### src/rtl/bram_burst_arbiter.sv
// N-master burst arbiter in front of the BRAM controller: fixed-priority or round-robin
// grant, multi-beat read/write bursts, bounded outstanding reads routed back to the owner.
`timescale 1ns/1ps
module bram_burst_arbiter #(
  parameter int NUM_REQ   = 3,
  parameter int ADDR_W    = 13,
  parameter int DATA_W    = 32,
  parameter int LEN_W     = 4,
  parameter int MAX_OUTST = 4
) (
  input  logic                        wb_clk_i,
  input  logic                        wb_rst_i,
  input  logic                        mode_i,
  input  logic [NUM_REQ-1:0]          req_valid_i,
  input  logic [NUM_REQ-1:0]          req_we_i,
  input  logic [NUM_REQ*ADDR_W-1:0]   req_addr_i,
  input  logic [NUM_REQ*LEN_W-1:0]    req_len_i,
  input  logic [NUM_REQ*DATA_W-1:0]   req_wdata_i,
  output logic [NUM_REQ-1:0]          req_ready_o,
  output logic [NUM_REQ-1:0]          rsp_valid_o,
  output logic [DATA_W-1:0]           rsp_data_o,
  output logic                        rsp_last_o,
  output logic [NUM_REQ-1:0]          grant_o,
  output logic                        busy_o,
  output logic                        bram_valid_o,
  output logic                        bram_we_o,
  output logic [ADDR_W-1:0]           bram_addr_o,
  output logic [DATA_W-1:0]           bram_wdata_o,
  input  logic                        bram_ready_i,
  input  logic                        bram_rvalid_i,
  input  logic [DATA_W-1:0]           bram_rdata_i
);

  localparam int PTR_W = (NUM_REQ > 1) ? $clog2(NUM_REQ) : 1;
  localparam int OUT_W = $clog2(MAX_OUTST + 1);

  typedef enum logic [1:0] {IDLE, XFER, DRAIN} state_t;

  state_t              state_q, state_d;
  logic [NUM_REQ-1:0]  grant_q;
  logic [PTR_W-1:0]    owner_q, rr_ptr_q, win_idx;
  logic                we_q, mode_q, win_found;
  logic [ADDR_W-1:0]   base_q;
  logic [LEN_W-1:0]    len_q, beat_cnt_q, ret_cnt_q;
  logic [OUT_W-1:0]    outst_cnt_q;
  logic                issue, rd_issue, rsp_any, last_issue, last_ret, release_grant;

  logic [ADDR_W-1:0]   addr_a  [NUM_REQ];
  logic [LEN_W-1:0]    len_a   [NUM_REQ];
  logic [DATA_W-1:0]   wdata_a [NUM_REQ];

  for (genvar i = 0; i < NUM_REQ; i++) begin : g_unpack
    assign addr_a[i]  = req_addr_i[i*ADDR_W +: ADDR_W];
    assign len_a[i]   = req_len_i[i*LEN_W +: LEN_W];
    assign wdata_a[i] = req_wdata_i[i*DATA_W +: DATA_W];
  end

  // Round-robin scans cyclically from the pointer; fixed mode scans from index 0.
  always_comb begin
    win_found = 1'b0;
    win_idx   = '0;
    for (int i = 0; i < NUM_REQ; i++) begin
      int j;
      j = mode_i ? (int'(rr_ptr_q) + i) % NUM_REQ : i;
      if (!win_found && req_valid_i[j]) begin
        win_found = 1'b1;
        win_idx   = PTR_W'(j);
      end
    end
  end

  assign issue         = (state_q == XFER) && bram_valid_o && bram_ready_i;
  assign rd_issue      = issue && !we_q;
  assign rsp_any       = |rsp_valid_o;
  assign last_issue    = issue && (beat_cnt_q == len_q);
  assign last_ret      = rsp_any && (ret_cnt_q == len_q);
  assign release_grant = ((state_q == XFER) && last_issue && we_q) ||
                         ((state_q == DRAIN) && last_ret);

  // ---- state register ----
  always_ff @(posedge wb_clk_i) begin
    if (wb_rst_i) state_q <= IDLE;
    else          state_q <= state_d;
  end

  // ---- next-state logic ----
  always_comb begin
    state_d = state_q;
    case (state_q)
      IDLE:    if (win_found) state_d = XFER;
      XFER:    if (last_issue) state_d = we_q ? IDLE : DRAIN;
      DRAIN:   if (last_ret) state_d = IDLE;
      default: state_d = IDLE;
    endcase
  end

  // ---- output logic ----
  always_comb begin
    req_ready_o  = '0;
    rsp_valid_o  = '0;
    rsp_data_o   = '0;
    rsp_last_o   = 1'b0;
    bram_valid_o = 1'b0;
    bram_we_o    = 1'b0;
    bram_addr_o  = '0;
    bram_wdata_o = '0;
    case (state_q)
      IDLE: begin
        if (win_found && !req_we_i[win_idx]) req_ready_o[win_idx] = 1'b1;
      end
      XFER: begin
        bram_addr_o = base_q + ADDR_W'(beat_cnt_q);
        bram_we_o   = we_q;
        if (we_q) begin
          bram_valid_o         = req_valid_i[owner_q];
          bram_wdata_o         = wdata_a[owner_q];
          req_ready_o[owner_q] = bram_ready_i;
        end else begin
          bram_valid_o = (outst_cnt_q != OUT_W'(MAX_OUTST));
        end
      end
      default: ;
    endcase
    // Read returns are forwarded with no added latency, only to the owner.
    if (state_q != IDLE && !we_q && bram_rvalid_i) begin
      rsp_valid_o[owner_q] = 1'b1;
      rsp_data_o           = bram_rdata_i;
      rsp_last_o           = (ret_cnt_q == len_q);
    end
  end

  // ---- transaction bookkeeping ----
  always_ff @(posedge wb_clk_i) begin
    if (wb_rst_i) begin
      grant_q     <= '0;
      owner_q     <= '0;
      we_q        <= 1'b0;
      mode_q      <= 1'b0;
      len_q       <= '0;
      beat_cnt_q  <= '0;
      ret_cnt_q   <= '0;
      outst_cnt_q <= '0;
      rr_ptr_q    <= '0;
    end else if (state_q == IDLE) begin
      if (win_found) begin
        grant_q     <= NUM_REQ'(1) << win_idx;
        owner_q     <= win_idx;
        we_q        <= req_we_i[win_idx];
        mode_q      <= mode_i;
        len_q       <= len_a[win_idx];
        beat_cnt_q  <= '0;
        ret_cnt_q   <= '0;
        outst_cnt_q <= '0;
      end
    end else begin
      if (issue)   beat_cnt_q <= beat_cnt_q + 1'b1;
      if (rsp_any) ret_cnt_q  <= ret_cnt_q + 1'b1;
      if (rd_issue && !rsp_any)      outst_cnt_q <= outst_cnt_q + 1'b1;
      else if (!rd_issue && rsp_any) outst_cnt_q <= outst_cnt_q - 1'b1;
      if (release_grant) begin
        grant_q <= '0;
        if (mode_q)
          rr_ptr_q <= (owner_q == PTR_W'(NUM_REQ - 1)) ? '0 : owner_q + 1'b1;
      end
    end
  end

  // Base address only steers the datapath, so it carries no reset.
  always_ff @(posedge wb_clk_i) begin
    if (state_q == IDLE && win_found) base_q <= addr_a[win_idx];
  end

  assign grant_o = grant_q;
  assign busy_o  = (state_q != IDLE);

endmodule

### config.mk
export PLATFORM = sky130hd
export DESIGN_NAME = bram_burst_arbiter
export DESIGN_NICKNAME = d
export VERILOG_FILES = /design/src/rtl/bram_burst_arbiter.sv
export SDC_FILE = /design/constraint.sdc
export NUM_CORES = 1
export LEC_CHECK = 0
export ABC_AREA = 0
export CORE_UTILIZATION = 30
export CTS_CLUSTER_DIAMETER = 50
export DETAILED_ROUTE_END_ITERATION = 7
export GPL_TIMING_DRIVEN = 0
export HOLD_SLACK_MARGIN = 0.15
export PLACE_DENSITY_LB_ADDON = 0.15
export SYNTH_ARGS = -nofsm -noshare
export SYNTH_HDL_FRONTEND = slang
export SYNTH_SLANG_ARGS = --single-unit
### constraint.sdc
create_clock -name wb_clk_i -period 3 [get_ports wb_clk_i]
set_input_delay 0.3 -clock wb_clk_i [delete_from_list [all_inputs] [get_ports wb_clk_i]]
set_output_delay 0.3 -clock wb_clk_i [all_outputs]
set_load 0.02 [all_outputs]
---- Word level (Yosys, flattened, before mapping) ----
Cells that the tools add are included.
word-level totals
  flip-flop bits (word level) ............. 39
  logic and storage cells ................. 149
  input bits .............................. 190
  output and inout bits ................... 90
operators by class
  bitwise logic cells ..................... 4
  div/mod/pow operators ................... 3
  reductions and logical operators ........ 39
  $add $sub $neg .......................... 8
  muxes and demuxes ....................... 65
  magnitude comparators ................... 9
  equality and inequality tests ........... 9
  shift operators ......................... 1
operators by type and width
  kind                                                                           count
  32-bit 2-to-1 mux                                                              8
  32-bit by 4-bit less-than comparator with 1-bit output, second input constant  3
  32-bit binary-select mux with 2-bit select                                     1
  32-bit by 3-bit modulo with 32-bit output, second input constant               2
  13-bit 2-to-1 mux                                                              3
  3-bit by 3-bit modulo with 32-bit output, second input constant                1
  3-bit 2-to-1 mux                                                               10
  4-bit 2-to-1 mux                                                               7
  13-bit binary-select mux with 2-bit select                                     1
  1-bit logical AND                                                              18
  1-bit 2-to-1 mux                                                               17
  2-bit 2-to-1 mux                                                               8
  13-bit by 4-bit adder with 13-bit output                                       1
  1-bit binary-select mux with 2-bit select                                      5
  2-bit AND reduction                                                            5
  4-bit by 1-bit adder with 4-bit output, second input constant                  2
  4-bit binary-select mux with 2-bit select                                      1
  4-bit equality test                                                            2
  2-bit nonzero test                                                             4
  3-bit >= comparator, second input constant                                     2
  1-bit zero test                                                                6
  2-bit by 3-bit less-than comparator with 1-bit output, second input constant   2
  2-bit != test, second input constant                                           3
  2-bit NOT with 3-bit output                                                    2
  other kinds (20)                                                               24

---- Longest topological paths before layout ----
  word-level depth ........................ 18
  gate-level depth with buffers ........... 9
  gate-level depth less buffers ........... 9

---- Worst setup path before layout ----
Ideal clock, no wire load.
  path kind ............................... reg2out
  start point ............................. reg rr_ptr_q[1]
  end point ............................... out req_ready_o[2]
  data required time ...................... 2.700 ns
  cell stages (with the launch flop) ...... 10
  data arrival time ....................... 2.071 ns
  path slack .............................. 0.629 ns
  path through ............................ dfxtp_1 inv_1 ha_1 mux2i_1 or4b_1 a21bo_2 nand2_2 buf_6 a21oi_2 a2bb2o_1
on the way
  longest elaborated chain between the ends .. 18
ends and longest elaborated chain
  element                                                                             RTL line  source
  start: declaration                                                                  41        logic [PTR_W-1:0] owner_q, rr_ptr_q, win_idx;
  start signal: assignment                                                            163       rr_ptr_q <= (owner_q == PTR_W'(NUM_REQ - 1)) ? '0 : owner_q + 1'b1;
  branches (longest 16 deep; another with 32-bit by 3-bit modulo with 32-bit output)  -
  3-bit 2-to-1 mux *                                                                  109       if (win_found && !req_we_i[win_idx]) req_ready_o[win_idx] = 1'b1;
  3-bit case mux with 2 select lines *                                                107       case (state_q)
  end: declaration                                                                    19        output logic [NUM_REQ-1:0] req_ready_o,
Every way passes the cells marked *. The select of a mux whose other input is x is not followed.

---- Final worst setup path ----
Ends and elaborated chain as after synthesis.

==> results.py <==
metrics = {
    "status": {
        "outcome": "complete, but fails checks",
        "violations": "DRC",
    },
    "floorplan": {
        "fp.dieArea_sq_um": 12500,
        "fp.dieW_um": 112,
        "die_h_um": 112,
        "rows": 39,
        "coreArea_sq_um": 11600,
        "start_util_pct": 31.2,
        "io_pins": 280,
    },
    "timing": {
        "skew_ns": 0.00419,
        "finalSetupViolCount": 0,
        "worst_slew_pin_slew_ns": 0.563,
        "fin_crit_ns": 2.91,
        "clock.fmax_ghz": 0.344,
        "slew_viol_final": 0,
        "slew_headroom_pct": 62.5,
        "hold_viol": 0,
        "hold-worst-slack_ns": 0.361,
        "rsz0062_at_grt": "no",
        "period_share_pct": 96.9,
    },
    "yosys": {
        "netlist.area_leader.share_pct": 14.4,
        "async_reset_ff_share_pct": 0,
        "ys_ff_latch": 39,
        "ys_top_cells_by_count": "nor2_1 (101), a21oi_1 (47), mux2i_1 (36), and3_1 (33), inv_1 (28)",
        "netlist_area_sq_um": 3600,
        "synth-edff-count": 13,
        "avgSynthCellArea_sq_um": 7.39,
        "netlist_instances": 488,
        "synth_warnings": 0,
        "synth.distinct_cells": 56,
        "yosysMostFrequentCell": "nor2_1",
        "ys_seq_area_share_pct": 25.3,
        "netlist_top_cells_area": "dfxtp_1 (14%), edfxtp_1 (11%), nor2_1 (11%)",
        "ys.flop_type": "dfxtp_1",
        "synthesis.nets": 688,
        "synth.largest_area_cell": "dfxtp_1",
    },
    "critical_path": {
        "crit_path_start_kind": "register",
        "cp-end-kind": "output port",
        "crit_slowest_cell": "or4b_1",
        "critPathTopFamily": "compound AO/OA/AOI/OAI gates",
        "critPathMaxFanout": 10,
        "cpPeakStageDelay_ns": 0.45,
        "worstPathCellList": "inv_1 > ha_4 > mux2i_1 > or4b_1 > a21bo_2 > nand2_2 > buf_8 > a21oi_2 > a2bb2o_1 > buf_2",
        "crit_type": "register to output port",
        "required_ns": 2.70,
        "critical_path_buf_inv_count": 3,
        "arrival_ns": 2.61,
    },
    "drt": {
        "drt_pass1_iterations": 8,
        "viasPerCell": 5.09,
        "ant_nets": 0,
        "wl_per_cell_um": 17.0,
        "wl_met2_um": 8090,
        "drt-initial-drc-count": 269,
        "vias": 4666,
        "top_layer": "met4",
        "wl_met3_um": 1070,
        "wl_met1_um": 6050,
        "wl_um": 15600,
        "drcViolationCount": 8,
    },
    "grt": {
        "grt_usage_pct": 24.2,
        "antenna_found_initial": 0,
        "grt_pass1_vias": 4756,
        "overflow": 0,
        "grt_max_degree": 22,
        "grt_pass1_wl_um": 23900,
    },
    "clock_network": {
        "cts_max_level": 2,
        "hold_buffers": 0,
        "cts.reportedPaths.clkPinSlew_ns": 0.06,
        "cts-root-buf": "clkbuf_16",
        "clock_latency_ns": 0.29,
        "cts_num_sinks": 39,
        "clockBufferDepth": 2,
        "cts_buffers": 5,
        "cts_tree": "done",
    },
    "power": {
        "vdd_drop_max_mv": 0.243,
        "power_mw": 2.45,
        "p_per_area_nw_per_um2": 361,
        "leakagePower_nw": 2.73,
    },
    "finish": {
        "layout.nets": 973,
        "final_util_pct": 58.7,
        "drive_above_1_share_pct": 5.68,
        "synthToLayoutAreaGrowth_pct": 88.4,
        "num_antenna_cells": 0,
    },
    "job": {
        "drv_cap": 0,
    },
    "placement": {
        "dp_hpwl_um": 12800,
        "port_buffers": 277,
        "gp_congestion": 0.860,
    },
    "worst_hold_path": {
        "hp-class": "primary input to register",
    },
}
[worst register-to-register path: stages, from the launching register on]
cell	delay, ns
dfxtp_2	0.34
inv_1	0.09
ha_4	0.15
mux2i_1	0.20
or4b_1	0.45
a21bo_2	0.25
and4_4	0.18
buf_6	0.13
a222oi_1	0.30
inv_1	0.09
[report_power, final]
| group | total (mW) | internal (mW) | switching (mW) |
|---|---|---|---|
| Combinational | 1.18 | 0.596 | 0.581 |
| Clock | 0.603 | 0.388 | 0.215 |
| Sequential | 0.670 | 0.616 | 0.0546 |
| Total | 2.45 | 1.60 | 0.850 |
[flip-flops by register name (all words and copies together) (netlist names)]
register     cells
base_q          13
mode_q           1
ret_cnt_q        4
grant_o          3
we_q             1
rr_ptr_q         2
state_q          2
outst_cnt_q      3
len_q            4
beat_cnt_q       4
owner_q          2
[cell usage in the layout, fill, tap and decap left out, drive strengths merged, types with 3 or more instances in the layout]
master / count
o21ai: 9
clkdlybuf4s50: 270
or2: 4
and3: 33
mux2i: 36
edfxtp: 13
xnor2: 15
xor2: 7
nor3: 8
a222oi: 13
nand4b: 3
nor2b: 4
nand2b: 9
or3: 3
nand4: 8
nand3: 11
ha: 8
o2bb2ai: 3
buf: 11
dlymetal6s2s: 3
a211oi: 4
dfxtp: 26
nand2: 19
a21oi: 48
a21o: 3
inv: 31
a221oi: 5
clkbuf: 33
nor2: 101
[metrics by stage]
step | TNS [ns] | cells | setup WS, ns | area, sq um
after floorplan | 0 | 488 | 0.629 | 3600
after global placement | -0.463 | 908 | -0.260 | 6560
after detailed placement | -0.543 | 908 | -0.280 | 6560
after CTS | 0 | 916 | 0.00949 | 6740
after global routing | 0 | 917 | 0.00108 | 6790
final | 0 | 917 | 0.0922 | 6790
[repair_timing]
action / CTS / global route
setup endpoints to repair: 7 / 39
gates cloned: 0 / 0
pin swaps: 1 / 0
endpoints found under the hold margin: 0 / 0
buffers inserted: 0 / 1
resized for setup: 15 / 17
[metal layers]
metal	up-vias	GRT usage (%)
li1	2296	-
met1	2140	26.5
met2	197	45.8
met3	33	5.28
met4	0	8.47
met5	-	0
[path summary, 6_finish.rpt]
| check | startpoint | slack [ns] | cells past startpoint | end |
|---|---|---|---|---|
| min reg2reg | grant_o[1]$_SDFFE_PP0P_ | 0.45 | 2 | grant_o[1]$_SDFFE_PP0P_ |
| min | mode_i | 0.36 | 3 | mode_q$_SDFFE_PP0P_ |
| max | rr_ptr_q[1]$_SDFFE_PP0P_ | 0.09 | 10 | req_ready_o[2] |
| max reg2reg | rr_ptr_q[1]$_SDFFE_PP0P_ | 0.56 | 9 | base_q[4]$_DFFE_PP_ |
[cell families after synthesis]
| kind of cell | count (synthesis) | share of synthesized area [%] |
|---|---|---|
| buffers and inverters | 68 | 7.98 |
| XOR/XNOR | 22 | 5.35 |
| multiplexers | 37 | 10.3 |
| AO/OA/AOI/OAI | 101 | 18.9 |
| adder cells (fa/ha/maj) | 10 | 3.89 |
| flip-flops | 39 | 25.3 |
| AND/OR/NAND/NOR | 211 | 28.3 |
[area by class of cell]
class	count	area, sq um
buffer	37	190
clock buffer	5	125
clock inverter	3	38.8
fill	1068	4770
inverter	31	116
multi-input combinational	381	2450
sequential	39	915
tap	143	179
timing repair buffer	278	2780
(Power assumes the default switching activity.)
